### src/rtl/demo_seq_pkg.sv
// Shared types and constants for the demo timeline sequencer.
package demo_seq_pkg;

    typedef enum logic [1:0] {
        ST_PLAY     = 2'd0,
        ST_PAUSE    = 2'd1,
        ST_FADE_OUT = 2'd2,
        ST_FADE_IN  = 2'd3
    } seq_state_t;

    localparam logic [1:0] OP_PLAY  = 2'd0;
    localparam logic [1:0] OP_PAUSE = 2'd1;
    localparam logic [1:0] OP_STEP  = 2'd2;
    localparam logic [1:0] OP_JUMP  = 2'd3;

    localparam int FADE_MAX = 3;
    localparam int TIMER_W  = 13;

endpackage

### src/rtl/demo_timeline_counter.sv
// 13-bit demo timer {frame_counter, frac} with part reload and part/beat pulses.
module demo_timeline_counter
    import demo_seq_pkg::*;
#(
    parameter int PART_BITS       = 3,
    parameter int PART_FRAME_BITS = 7
) (
    input  logic                 clk,
    input  logic                 reset,
    input  logic                 inc_en,
    input  logic                 load_en,
    input  logic [PART_BITS-1:0] load_part,
    output logic [TIMER_W-1:0]   timer,
    output logic                 part_start,
    output logic                 beat
);

    // Part field position inside the timer (frac occupies bit 0).
    localparam int PLO = PART_FRAME_BITS + 1;
    localparam int PHI = PLO + PART_BITS - 1;

    logic [TIMER_W-1:0] timer_inc;
    assign timer_inc = timer + TIMER_W'(1);

    always_ff @(posedge clk) begin
        if (reset) begin
            timer      <= '0;
            part_start <= 1'b0;
            beat       <= 1'b0;
        end else begin
            part_start <= 1'b0;
            beat       <= 1'b0;
            if (load_en) begin
                // Upper frame_counter bits survive a part reload.
                timer      <= {timer[TIMER_W-1:PHI+1], load_part, {PLO{1'b0}}};
                part_start <= 1'b1;
            end else if (inc_en) begin
                timer      <= timer_inc;
                part_start <= (timer_inc[PHI:PLO] != timer[PHI:PLO]);
                beat       <= (timer_inc[4:0] == 5'd0);
            end
        end
    end

endmodule

### src/rtl/demo_sequencer.sv
// Demo timeline controller: play/pause/step/jump commands with a fade around part jumps.
//  state       | meaning
//  ST_PLAY     | timer advances on frame_tick, commands accepted
//  ST_PAUSE    | timer holds, commands accepted
//  ST_FADE_OUT | dimming toward black, target loaded on the tick that finds level 0
//  ST_FADE_IN  | brightening, returns to resume_mode on the tick that finds full level
module demo_sequencer
    import demo_seq_pkg::*;
#(
    parameter int FADE_STEPS      = 4,
    parameter int PART_BITS       = 3,
    parameter int PART_FRAME_BITS = 7
) (
    input  logic                             clk,
    input  logic                             reset,
    input  logic                             frame_tick,
    input  logic                             cmd_valid,
    output logic                             cmd_ready,
    input  logic [1:0]                       cmd_op,
    input  logic [PART_BITS-1:0]             cmd_part,
    output logic [TIMER_W-1:0]               timer,
    output logic [PART_BITS-1:0]             part,
    output logic [PART_FRAME_BITS-1:0]       frame,
    output logic [$clog2(FADE_STEPS)-1:0]    fade_level,
    output logic                             part_start,
    output logic                             beat,
    output logic                             paused
);

    localparam int FW = $clog2(FADE_STEPS);
    localparam logic [FW-1:0] FADE_TOP = FW'(FADE_STEPS - 1);
    localparam int PLO = PART_FRAME_BITS + 1;

    seq_state_t           state;
    seq_state_t           resume_mode;
    logic [PART_BITS-1:0] target;
    logic                 accept;
    logic                 inc_en;
    logic                 load_en;

    assign accept  = cmd_valid && cmd_ready;
    assign inc_en  = frame_tick && (state == ST_PLAY);
    assign load_en = frame_tick && (state == ST_FADE_OUT) && (fade_level == '0);

    assign part  = timer[PLO+PART_BITS-1:PLO];
    assign frame = timer[PART_FRAME_BITS:1];

    demo_timeline_counter #(
        .PART_BITS       (PART_BITS),
        .PART_FRAME_BITS (PART_FRAME_BITS)
    ) u_counter (
        .clk        (clk),
        .reset      (reset),
        .inc_en     (inc_en),
        .load_en    (load_en),
        .load_part  (target),
        .timer      (timer),
        .part_start (part_start),
        .beat       (beat)
    );

    always_ff @(posedge clk) begin
        if (reset) begin
            state       <= ST_PLAY;
            resume_mode <= ST_PLAY;
            target      <= '0;
            fade_level  <= FADE_TOP;
            cmd_ready   <= 1'b1;
            paused      <= 1'b0;
        end else begin
            case (state)
                ST_PLAY, ST_PAUSE: begin
                    if (accept) begin
                        case (cmd_op)
                            OP_PLAY: begin
                                state  <= ST_PLAY;
                                paused <= 1'b0;
                            end
                            OP_PAUSE: begin
                                state  <= ST_PAUSE;
                                paused <= 1'b1;
                            end
                            default: begin
                                // STEP and JUMP share the fade path; a jump to the
                                // current part still fades and restarts it.
                                target      <= (cmd_op == OP_STEP) ? part + 1'b1 : cmd_part;
                                resume_mode <= state;
                                state       <= ST_FADE_OUT;
                                cmd_ready   <= 1'b0;
                                paused      <= (state == ST_PAUSE);
                            end
                        endcase
                    end
                end
                ST_FADE_OUT: begin
                    if (frame_tick) begin
                        if (fade_level == '0)
                            state <= ST_FADE_IN;
                        else
                            fade_level <= fade_level - 1'b1;
                    end
                end
                default: begin
                    if (frame_tick) begin
                        if (fade_level == FADE_TOP) begin
                            state     <= resume_mode;
                            cmd_ready <= 1'b1;
                            paused    <= (resume_mode == ST_PAUSE);
                        end else begin
                            fade_level <= fade_level + 1'b1;
                        end
                    end
                end
            endcase
        end
    end

endmodule

### config.mk
export PLATFORM = sky130hd
export DESIGN_NAME = demo_sequencer
export DESIGN_NICKNAME = d
export VERILOG_FILES = /design/src/rtl/demo_seq_pkg.sv /design/src/rtl/demo_timeline_counter.sv /design/src/rtl/demo_sequencer.sv
export SDC_FILE = /design/constraint.sdc
export NUM_CORES = 1
export LEC_CHECK = 0
export CORE_ASPECT_RATIO = 0.6
export CORE_MARGIN = 3
export CORE_UTILIZATION = 40
export DETAILED_ROUTE_END_ITERATION = 12
export GPL_ROUTABILITY_DRIVEN = 0
export PLACE_DENSITY_LB_ADDON = 0.15
export REMOVE_ABC_BUFFERS = 1
export SYNTH_ARGS = -nofsm -noshare
export SYNTH_HDL_FRONTEND = slang
export SYNTH_SLANG_ARGS = --single-unit
### constraint.sdc
create_clock -name clk -period 3.6 [get_ports clk]
set_clock_uncertainty 0.1 [all_clocks]
set_input_delay 0.36 -clock clk [delete_from_list [all_inputs] [get_ports clk]]
set_output_delay 0.36 -clock clk [all_outputs]
set_load 0.02 [all_outputs]
# Word-level counts from Yosys, hierarchy flattened
# Cells that the tools add are included.
[word_totals] regBits=26 in_bits=9 output_inout_bits=29 word_cells=82
[op_classes] n_addsub=4 n_eq_ne=13 muxes=27 n_bitwise=5 n_reduce_logical=22
[op_table] cell="11-bit two-way mux" n=2
[op_table] cell="2-bit two-way mux" n=9
[op_table] cell="13-bit by 1-bit adder with 13-bit output (second input constant)" n=1
[op_table] cell="2-bit case mux with 2 select lines" n=3
[op_table] cell="2-bit inequality test (second input constant)" n=5
[op_table] cell="5-bit AND reduction" n=2
[op_table] cell="1-bit two-way mux" n=9
[op_table] cell="4-bit AND reduction" n=2
[op_table] cell="2-bit by 1-bit equality test with 1-bit output (second input constant)" n=3
[op_table] cell="2-bit equality test (second input constant)" n=3
[op_table] cell="2-bit zero test" n=3
[op_table] cell="1-bit case mux with 2 select lines" n=3
[op_table] cell="2-bit nonzero test" n=3
[op_table] cell="2-bit OR reduction" n=3
[op_table] cell="5-bit zero test" n=1
[op_table] cell="1-bit inverter" n=5
[op_table] cell="1-bit logical AND" n=4
[op_table] cell="3-bit by 1-bit adder with 3-bit output (second input constant)" n=1
[op_table] cell="3-bit two-way mux" n=1
[op_table] cell="3-bit inequality test" n=1
[op_table] cell="3-bit AND reduction" n=1
[op_table] cell="3-bit nonzero test" n=1
[op_table] cell="3-bit OR reduction" n=1
[op_table] cell="2-bit by 1-bit adder with 2-bit output (second input constant)" n=1
[op_table] cell="3 further kinds" n=3

# Depth between registers and ports, before layout
# Gate-level depths: netlist of run 1.
[logic_depth] depth_word=5 depth_mapped=5 ltp_nobuf=5

# By module
# A second synthesis of run 1 with hierarchy kept.
[hier_totals] hier_cells=177 area_unflattened_um2=1534.0
[by_module_without_submodules] mod="demo_timeline_counter" n_inst=1 cells_per_inst=96 area_per_inst_um2=802.0 seq_area_each_um2=300.3
[by_module_without_submodules] mod="demo_sequencer" n_inst=1 cells_per_inst=81 area_per_inst_um2=732.0 seq_area_each_um2=220.2

# Worst setup path before layout of run 1
# OpenSTA, ideal clock, no wires.
[synth_timing] kind="reg2reg" from="reg u_counter.timer[3]" to="reg u_counter.timer[11]" setup_time_ns=0.070 arrival_ns=1.694 t_required_ns=3.430 setup_slack_ns=1.735 stages_incl_launch_ff=6 path_buffers=1 synth_period_minus_slack_ns=1.865 cell_sequence="dfxtp_1 -> buf_2 -> nand2_2 -> or3_1 -> or4_1 -> a21oi_1"
[synth_between] elab_chain_cells=1
[synth_lines] item="start, declared" line="demo_timeline_counter.sv:13" rtl="output logic [TIMER_W-1:0] timer,"
[synth_lines] item="start signal, assigned" line="demo_timeline_counter.sv:35" rtl="timer <= {timer[TIMER_W-1:PHI+1], load_part, {PLO{1'b0}}};"
[synth_lines] item="start signal, assigned" line="demo_timeline_counter.sv:38" rtl="timer <= timer_inc;"
[synth_lines] item="13-bit by 1-bit adder with 13-bit output" line="demo_timeline_counter.sv:23" rtl="assign timer_inc = timer + TIMER_W'(1);"
# No other way between the ends.
# A chain may end at the register's enable or synchronous reset.

# Worst setup path after layout of run 1
[layout_timing] from="in frame_tick" to="reg u_counter.timer[11]"
[layout_between] elab_chain_cells=4 word_cells_on_any_way=5 classes_between="bitwise: 1; reduce/logical: 4"
[layout_lines] item="start, declared" line="demo_sequencer.sv:16" rtl="input logic frame_tick,"
[layout_lines] item="1-bit logical AND (2 in series)" line="demo_sequencer.sv:43" rtl="assign load_en = frame_tick && (state == ST_FADE_OUT) && (fade_level == '0);"
[layout_lines] item="1-bit inverter (no source line)"
[layout_lines] item="2-bit AND reduction (no source line) (*)"
# Mark *: on every way between the ends. The rest lies on a longest branch, timed or not.

==> metrics.log, run 1 <==
[metrics] number of buffers added by the clock tree synthesis step: 3
[metrics] effective utilization at floorplan: a little over two fifths
[metrics] final cell count without fillers: between 200 and 250
[metrics] average footprint of a synthesized cell: 8.41 um^2
[metrics] synthesized instance count: 170
[metrics] Design Area, Final: 1770 um^2
[metrics] via count: 1,304
[metrics] number of cells upsized or downsized after cts: 0
[metrics] share of final-layout standard cells stronger than drive strength 1: 4.21%
[metrics] count of hold buffers inserted by post-cts repair: 0
[metrics] GR Overflow Total: 0
[metrics] buffers inserted by post-CTS timing repair: 0
[metrics] global-route wire length before repair: ~5400 um
[metrics] post-placement cell count: 232
[metrics] P&R area growth vs syn: 24.2%
[metrics] die height: 52.3 um
[metrics] highest attainable clock frequency: 0.471 GHz
[metrics] via density per instance: approximately 5.5
[metrics] cell area after placement: roughly 1700 um^2
[metrics] unrepaired setup endpoints after global routing: false
[metrics] portion of the post-synthesis area used by sequential elements: 36.4%
[metrics] die footprint: 4350 um^2
[metrics] pins over their slew limit: 0
[metrics] vias in the first global route: 1,130
[metrics] clock network latency to the later pin of the worst-skew pair: 0.27 ns
[metrics] data required time of the worst path: 3.69 ns
[metrics] Final min period: 2.12 ns
[metrics] Top-Level Pins: 38
[metrics] antenna violations before repair: 0
[metrics] average detailed-routed wire length per instance: 13.7 um
[metrics] Distinct cells, synth: 45
[metrics] count of synthesis-stage warnings from yosys: 0
[metrics] critical path start-end classification: in2reg
[metrics] Routed WL: 3230 um
[metrics] Overall Global Routing Usage: 15.4%
[metrics] Sink Count: 26
[metrics] fill cell total of the finished layout: 304
[metrics] standby leakage power: approximately 0.00060 uW
[metrics] Inserted Diodes: 0
[metrics] synthesized cell area: around 1400 um^2
[metrics] number of buffers added on ports: 37
[metrics] number of nets with antenna violations after routing: 0
[metrics] max-cap violation count: 0
[metrics] final total negative setup slack: 0 ns
[metrics] Period Utilization, post-route: 58.9%
[metrics] number of hold violations in the final report: 0
[metrics] maximum number of pins on one net before global-route repair: 22
[metrics] DRC viols: 0
[metrics] Worst Path Arrival: 2.21 ns
[metrics] root buf cell: sky130_fd_sc_hd__clkbuf_8
[metrics] Bufs on Longest Clock Path: 2
[metrics] Slew HR: 50.8%
[metrics] Iteration-0 DRC Markers: 86
[metrics] highest net fanout along the worst path: 10
[metrics] dpl hpwl: approximately 2400 um
[metrics] endpoint type of the worst setup path: flop
[metrics] Peak VDD IR: approximately 0.00019 V
[metrics] Startpoint Class: input port
[metrics] horizontal extent of the die: 83.2 um
[metrics] measured slew at the worst slew-check pin: 0.736 ns
[metrics] number of H-tree levels: 1
[metrics] final net count: about 200
[metrics] clock edge transition at the registers on the reported setup and hold paths: 0.09 ns
[metrics] Synth Register Bits: 26
[metrics] standard-cell row count: 16
[metrics] worst hold path type: reg2reg
[metrics] number of setup violations in the final report: 0
[metrics] result of the run: finished clean
[metrics] core footprint: 3340 um^2
[metrics] power density cells: 318 nW/um^2
[metrics] TritonCTS clock tree: yes
[metrics] 1st-pass router iterations: 4
-- metal layers --
metal | vias up | global-route usage, % | share of wire [%]
li1 | 645 | - | -
met1 | 601 | 22.9 | 50
met2 | 56 | 22.6 | 42
met3 | 2 | 4.40 | 7.1
met4 | 0 | 1.63 | 0.31
met5 | - | 0 | 0
-- state kept, by name (all words and copies together), names as in the netlist --
register	cells
cmd_ready	1
state	2
u_counter.part_start	1
u_counter.timer	13
u_counter.beat	1
fade_level	2
resume_mode	2
paused	1
target	3
-- cell families (layout without fill, tap and decap cells) --
group / after synthesis / count (layout) / share of synthesized area (%)
and+or+nand+nor: 68 / 68 / 26.2
AOI/OAI and AO/OA: 35 / 35 / 15.9
DFF: 26 / 26 / 36.4
buffers and inverters: 23 / 43 / 9.37
xor gates and xnor gates: 11 / 11 / 6.74
adders and majority gates: 4 / 4 / 3.33
muxes: 3 / 3 / 2.10
-- cell type report --
cell class / instances / area (um^2) / area share (%)
clock buffer: 3 / 41.3 / 2.33
inverter: 3 / 11.3 / 0.635
multi-input combinational: 121 / 774 / 43.7
sequential: 26 / 520 / 29.3
tap: 45 / 56.3 / 3.17
timing repair buffer: 37 / 370 / 20.9
-- layout by cell type, fill, tap and decap left out, types with 2 or more instances in the layout --
| master | netlist | layout |
|---|---|---|
| sky130_fd_sc_hd__clkdlybuf4s50_1 | 0 | 37 |
| sky130_fd_sc_hd__dfxtp_1 | 26 | 26 |
| sky130_fd_sc_hd__nand2_1 | 16 | 16 |
| sky130_fd_sc_hd__nor2_1 | 14 | 14 |
| sky130_fd_sc_hd__a21oi_1 | 12 | 12 |
| sky130_fd_sc_hd__xnor2_1 | 7 | 7 |
| sky130_fd_sc_hd__nand3_1 | 6 | 6 |
| sky130_fd_sc_hd__o21ai_0 | 5 | 5 |
| sky130_fd_sc_hd__a31oi_1 | 4 | 4 |
| sky130_fd_sc_hd__nor4_1 | 4 | 4 |
| sky130_fd_sc_hd__xor2_1 | 4 | 4 |
| sky130_fd_sc_hd__nor3b_1 | 3 | 3 |
| sky130_fd_sc_hd__nand4b_1 | 3 | 3 |
| sky130_fd_sc_hd__inv_1 | 3 | 3 |
| sky130_fd_sc_hd__o221ai_1 | 3 | 3 |
| sky130_fd_sc_hd__nor3_1 | 3 | 3 |
| sky130_fd_sc_hd__mux2i_1 | 3 | 3 |
| sky130_fd_sc_hd__ha_1 | 3 | 3 |
| sky130_fd_sc_hd__clkbuf_8 | 0 | 3 |
| sky130_fd_sc_hd__and3_1 | 2 | 2 |
| sky130_fd_sc_hd__or4_1 | 2 | 2 |
| sky130_fd_sc_hd__nand2_2 | 2 | 2 |
| sky130_fd_sc_hd__nand4_1 | 2 | 2 |
| sky130_fd_sc_hd__nand2b_1 | 2 | 2 |
| sky130_fd_sc_hd__nand3b_1 | 2 | 2 |
| sky130_fd_sc_hd__a211oi_1 | 2 | 2 |
-- power by group --
group | switching (uW) | leakage, uW | internal [uW]
clock network | 86.2 | 0.0000216 | 74.9
logic | 46.8 | 0.000363 | 42.0
registers | 17.5 | 0.000211 | 297
total | 151 | 0.000596 | 414
-- worst max-delay path, stage by stage --
cell and delay [ns]:
sky130_fd_sc_hd__clkdlybuf4s50_1 0.60, sky130_fd_sc_hd__nor3b_4 0.48, sky130_fd_sc_hd__nand2_2 0.14, sky130_fd_sc_hd__or4_1 0.49
sky130_fd_sc_hd__a21oi_1 0.14
-- worst paths after layout --
kind                                 start             endpoint  slack (ns)  cells past startpoint
worst max-delay path            frame_tick  u_counter.timer[11]        1.48                      5
worst min-delay path             target[1]            target[1]        0.36                      2
worst max register to register    state[1]   u_counter.timer[3]        1.60                      4
worst min register to register   target[1]            target[1]        0.36                      2
-- through the flow --
| stage | util, % | hold slack (ns) | setup WS (ns) | total power (uW) |
|---|---|---|---|---|
| after floorplan | - | 0.325 | 1.64 | 368 |
| after global placement | 51.8 | 0.348 | 1.25 | 407 |
| after detailed placement | 51.8 | 0.352 | 1.22 | 410 |
| after CTS | 53.1 | 0.366 | 1.49 | 571 |
| after global routing | 53.1 | 0.395 | 1.35 | 592 |
| final | 53.1 | 0.362 | 1.48 | 565 |
-- cell usage after synthesis (all sizes together) --
master	n	area [um^2]
nand3b	2	15.0
a221oi	1	8.76
and4	1	8.76
o221ai	3	26.3
nand2	18	72.6
nand2b	2	12.5
dfxtp	26	521
maj3	1	10.0
o21a	1	7.51
nand4	2	12.5
mux2i	3	30.0
inv	3	11.3
a211oi	2	15.0
a21o	1	7.51
nor2b	1	6.26
or2b	1	7.51
or3b	1	8.76
buf	13	96.3
a32oi	1	8.76
clkbuf	7	26.3
nand4b	3	26.3
a211o	1	8.76
o21ai	5	25.0
or4	2	15.0
xnor2	7	61.3
or3	1	6.26
nand3	6	30.0
nor3	3	15.0
ha	3	37.5
o31ai	1	7.51
nor3b	4	41.3
o41a	1	12.5
nor2	15	58.8
nor4	4	25.0
o22ai	1	6.26
and3	2	12.5
xor2	4	35.0
a21oi	12	60.1
a31oi	4	25.0
o21bai	1	7.51
(Power assumes the default switching activity.)
==> run 2: changes to the inputs <==
Clock period 3.6 ns to 2.1 ns, I/O delays scaled along.
==> metrics.log, run 2 (same netlist as run 1, synthesis figures left out) <==
[metrics] buffers inserted by post-CTS timing repair: 0 (unchanged)
[metrics] final cell count without fillers: 247 (was 235)
[metrics] Final min period: 1.79 ns
[metrics] clock network latency to the later pin of the worst-skew pair: 0.27 ns (about the same)
[metrics] leading registers by flop count: u_counter.timer (13), target (3) (unchanged)
[metrics] core footprint: 3340 um^2 (unchanged)
[metrics] share of final-layout standard cells stronger than drive strength 1: 9.90% (was 4.21%)
[metrics] Largest register FFs: 13 (unchanged)
[metrics] Peak VDD IR: 0.000313 V (was 0.000186 V)
[metrics] via count: 1,303 (was 1,304)
[metrics] via density per instance: 5.28 (was 5.55)
[metrics] Worst Path Arrival: 1.90 ns (was 2.21 ns)
[metrics] endpoint type of the worst setup path: flop (unchanged)
[metrics] global-route wire length before repair: 5960 um (was 5380 um)
[metrics] number of nets with antenna violations after routing: 0 (unchanged)
[metrics] commonest non-fill, non-tap cell in the layout: sky130_fd_sc_hd__clkdlybuf4s50_1 (unchanged)
[metrics] number of hold violations in the final report: 0 (unchanged)
[metrics] GR Overflow Total: 0 (unchanged)
[metrics] critical path start-end classification: reg2reg (was in2reg)
[metrics] most used cells in the layout excluding fill and tap cells: sky130_fd_sc_hd__clkdlybuf4s50_1, sky130_fd_sc_hd__dfxtp_1, sky130_fd_sc_hd__nand2_1 (unchanged)
[metrics] antenna violations before repair: 0 (unchanged)
[metrics] highest net fanout along the worst path: 7 (was 10)
[metrics] highest attainable clock frequency: 0.558 GHz
[metrics] result of the run: finished clean (unchanged)
[metrics] die footprint: 4350 um^2 (unchanged)
[metrics] measured slew at the worst slew-check pin: 0.465 ns (was 0.736 ns)
[metrics] count of hold buffers inserted by post-cts repair: 0 (unchanged)
[metrics] effective utilization at floorplan: 42.7% (unchanged)
[metrics] post-placement cell count: 243 (was 232)
[metrics] average detailed-routed wire length per instance: 14.7 um (was 13.7 um)
[metrics] die height: 52.3 um (unchanged)
[metrics] final total negative setup slack: 0 ns (unchanged)
[metrics] Inserted Diodes: 0 (unchanged)
[metrics] power density cells: 557 nW/um^2 (was 318 nW/um^2)
[metrics] unrepaired setup endpoints after global routing: false (unchanged)
[metrics] clock edge transition at the registers on the reported setup and hold paths: 0.09 ns (about the same)
[metrics] worst hold path type: reg2reg (unchanged)
[metrics] root buf cell: sky130_fd_sc_hd__clkbuf_8 (unchanged)
[metrics] maximum number of pins on one net before global-route repair: 16 (was 22)
[metrics] largest register by flop count: u_counter.timer (unchanged)
[metrics] final net count: 215 (was 204)
[metrics] number of setup violations in the final report: 0 (unchanged)
[metrics] Overall Global Routing Usage: 17.7% (was 15.4%)
[metrics] TritonCTS clock tree: yes (unchanged)
[metrics] Slew HR: 69.0% (was 50.8%)
[metrics] CP Cell Sequence: nand3_1 > or3_1 > or4_1 > a21oi_1 (was clkdlybuf4s50_1 > nor3b_4 > nand2_2 > or4_1 > a21oi_1)
[metrics] Top-Level Pins: 38 (unchanged)
[metrics] Iteration-0 DRC Markers: 63 (was 86)
[metrics] horizontal extent of the die: 83.2 um (unchanged)
[metrics] DRC viols: 0 (unchanged)
[metrics] vias in the first global route: 1,255 (was 1,130)
[metrics] standard-cell row count: 16 (unchanged)
[metrics] 1st-pass router iterations: 4 (unchanged)
[metrics] Routed WL: 3630 um (was 3230 um)
[metrics] number of cells upsized or downsized after cts: 0 (unchanged)
[metrics] standby leakage power: 0.000659 uW (was 0.000596 uW)
[metrics] number of buffers added by the clock tree synthesis step: 3 (unchanged)
[metrics] category of cells accounting for the largest share of critical-path delay: simple AND/OR/NAND/NOR gates (unchanged)
[metrics] data required time of the worst path: 2.21 ns (was 3.69 ns)
[metrics] Period Utilization, post-route: a little under nine tenths
[metrics] number of H-tree levels: 1 (unchanged)
[metrics] pins over their slew limit: 0 (unchanged)
[metrics] critical path's slowest cell: sky130_fd_sc_hd__or4_1 (was sky130_fd_sc_hd__clkdlybuf4s50_1)
[metrics] Sink Count: 26 (unchanged)
[metrics] P&R area growth vs syn: 30.9% (was 24.2%)
[metrics] CP peak stage delay: 0.51 ns (was 0.60 ns)
[metrics] dpl hpwl: 2770 um (was 2410 um)
[metrics] max-cap violation count: 0 (unchanged)
[metrics] Bufs on Longest Clock Path: 2 (unchanged)
[metrics] Startpoint Class: flop (was input port)
[metrics] combined buffer and inverter count along the critical path: 0 (was 1)
[metrics] number of buffers added on ports: 37 (unchanged)
-- run 2: changes by cell type in the layout (fill, tap and decap cells not counted), sizes merged --
cell and change:
buf +11, clkbuf +1
-- run 2: per-layer routing --
layer	GRT usage, %	wire length [um]
met1	24.7	1870
met2	27.3	1530
met3	4.40	197
met4	4.89	34
met5	0	0
-- run 2: final timing paths --
kind                                          from                   to  slack [ns]  cells past startpoint
worst max-delay path            u_counter.timer[5]  u_counter.timer[11]        0.31                      4
worst min-delay path                     target[1]            target[1]        0.36                      2
worst max register to register  u_counter.timer[5]  u_counter.timer[11]        0.31                      4
worst min register to register           target[1]            target[1]        0.36                      2
-- run 2: layout make-up --
| type | instances | area (um^2) |
|---|---|---|
| clock buffer | 4 | 55.1 |
| fill | 298 | 1470 |
| tap | 45 | 56.3 |
| timing repair buffer | 48 | 453 |
| inverter | 3 | 11.3 |
| sequential | 26 | 520 |
| multi-input combinational | 121 | 774 |
-- run 2: per-stage QoR --
step / setup WS, ns / area [um^2] / util (%) / hold WS, ns / total power [uW]
final: 0.309 / 1870 / 56.0 / 0.359 / 1040
after global routing: 0.201 / 1870 / 56.0 / 0.399 / 1090
after detailed placement: 0.0310 / 1820 / 54.3 / 0.349 / 719
after global placement: 0.0644 / 1820 / 54.3 / 0.345 / 715
after CTS: 0.319 / 1870 / 56.0 / 0.363 / 1050
after floorplan: 0.142 / 1310 / - / 0.179 / 631
-- run 2: worst min-delay path, delay by kind of cell, from the launching register on --
kind | cells | cell delay [ns]
DFF | 1 | 0.32
and+or+nand+nor | 1 | 0.05
AOI/OAI and AO/OA | 1 | 0.05
-- run 2: power by group --
group | internal [uW] | switching (uW) | leakage [uW]
clock network | 168 | 165 | 0.0000288
registers | 510 | 24.0 | 0.000211
logic | 84.3 | 90.4 | 0.000419
==> run 3: changes to the inputs <==
Settings changed: HOLD_SLACK_MARGIN from default to 0.05.
==> results of run 3 <==
No change in the layout: final DEF, timing and power equal those of run 2.
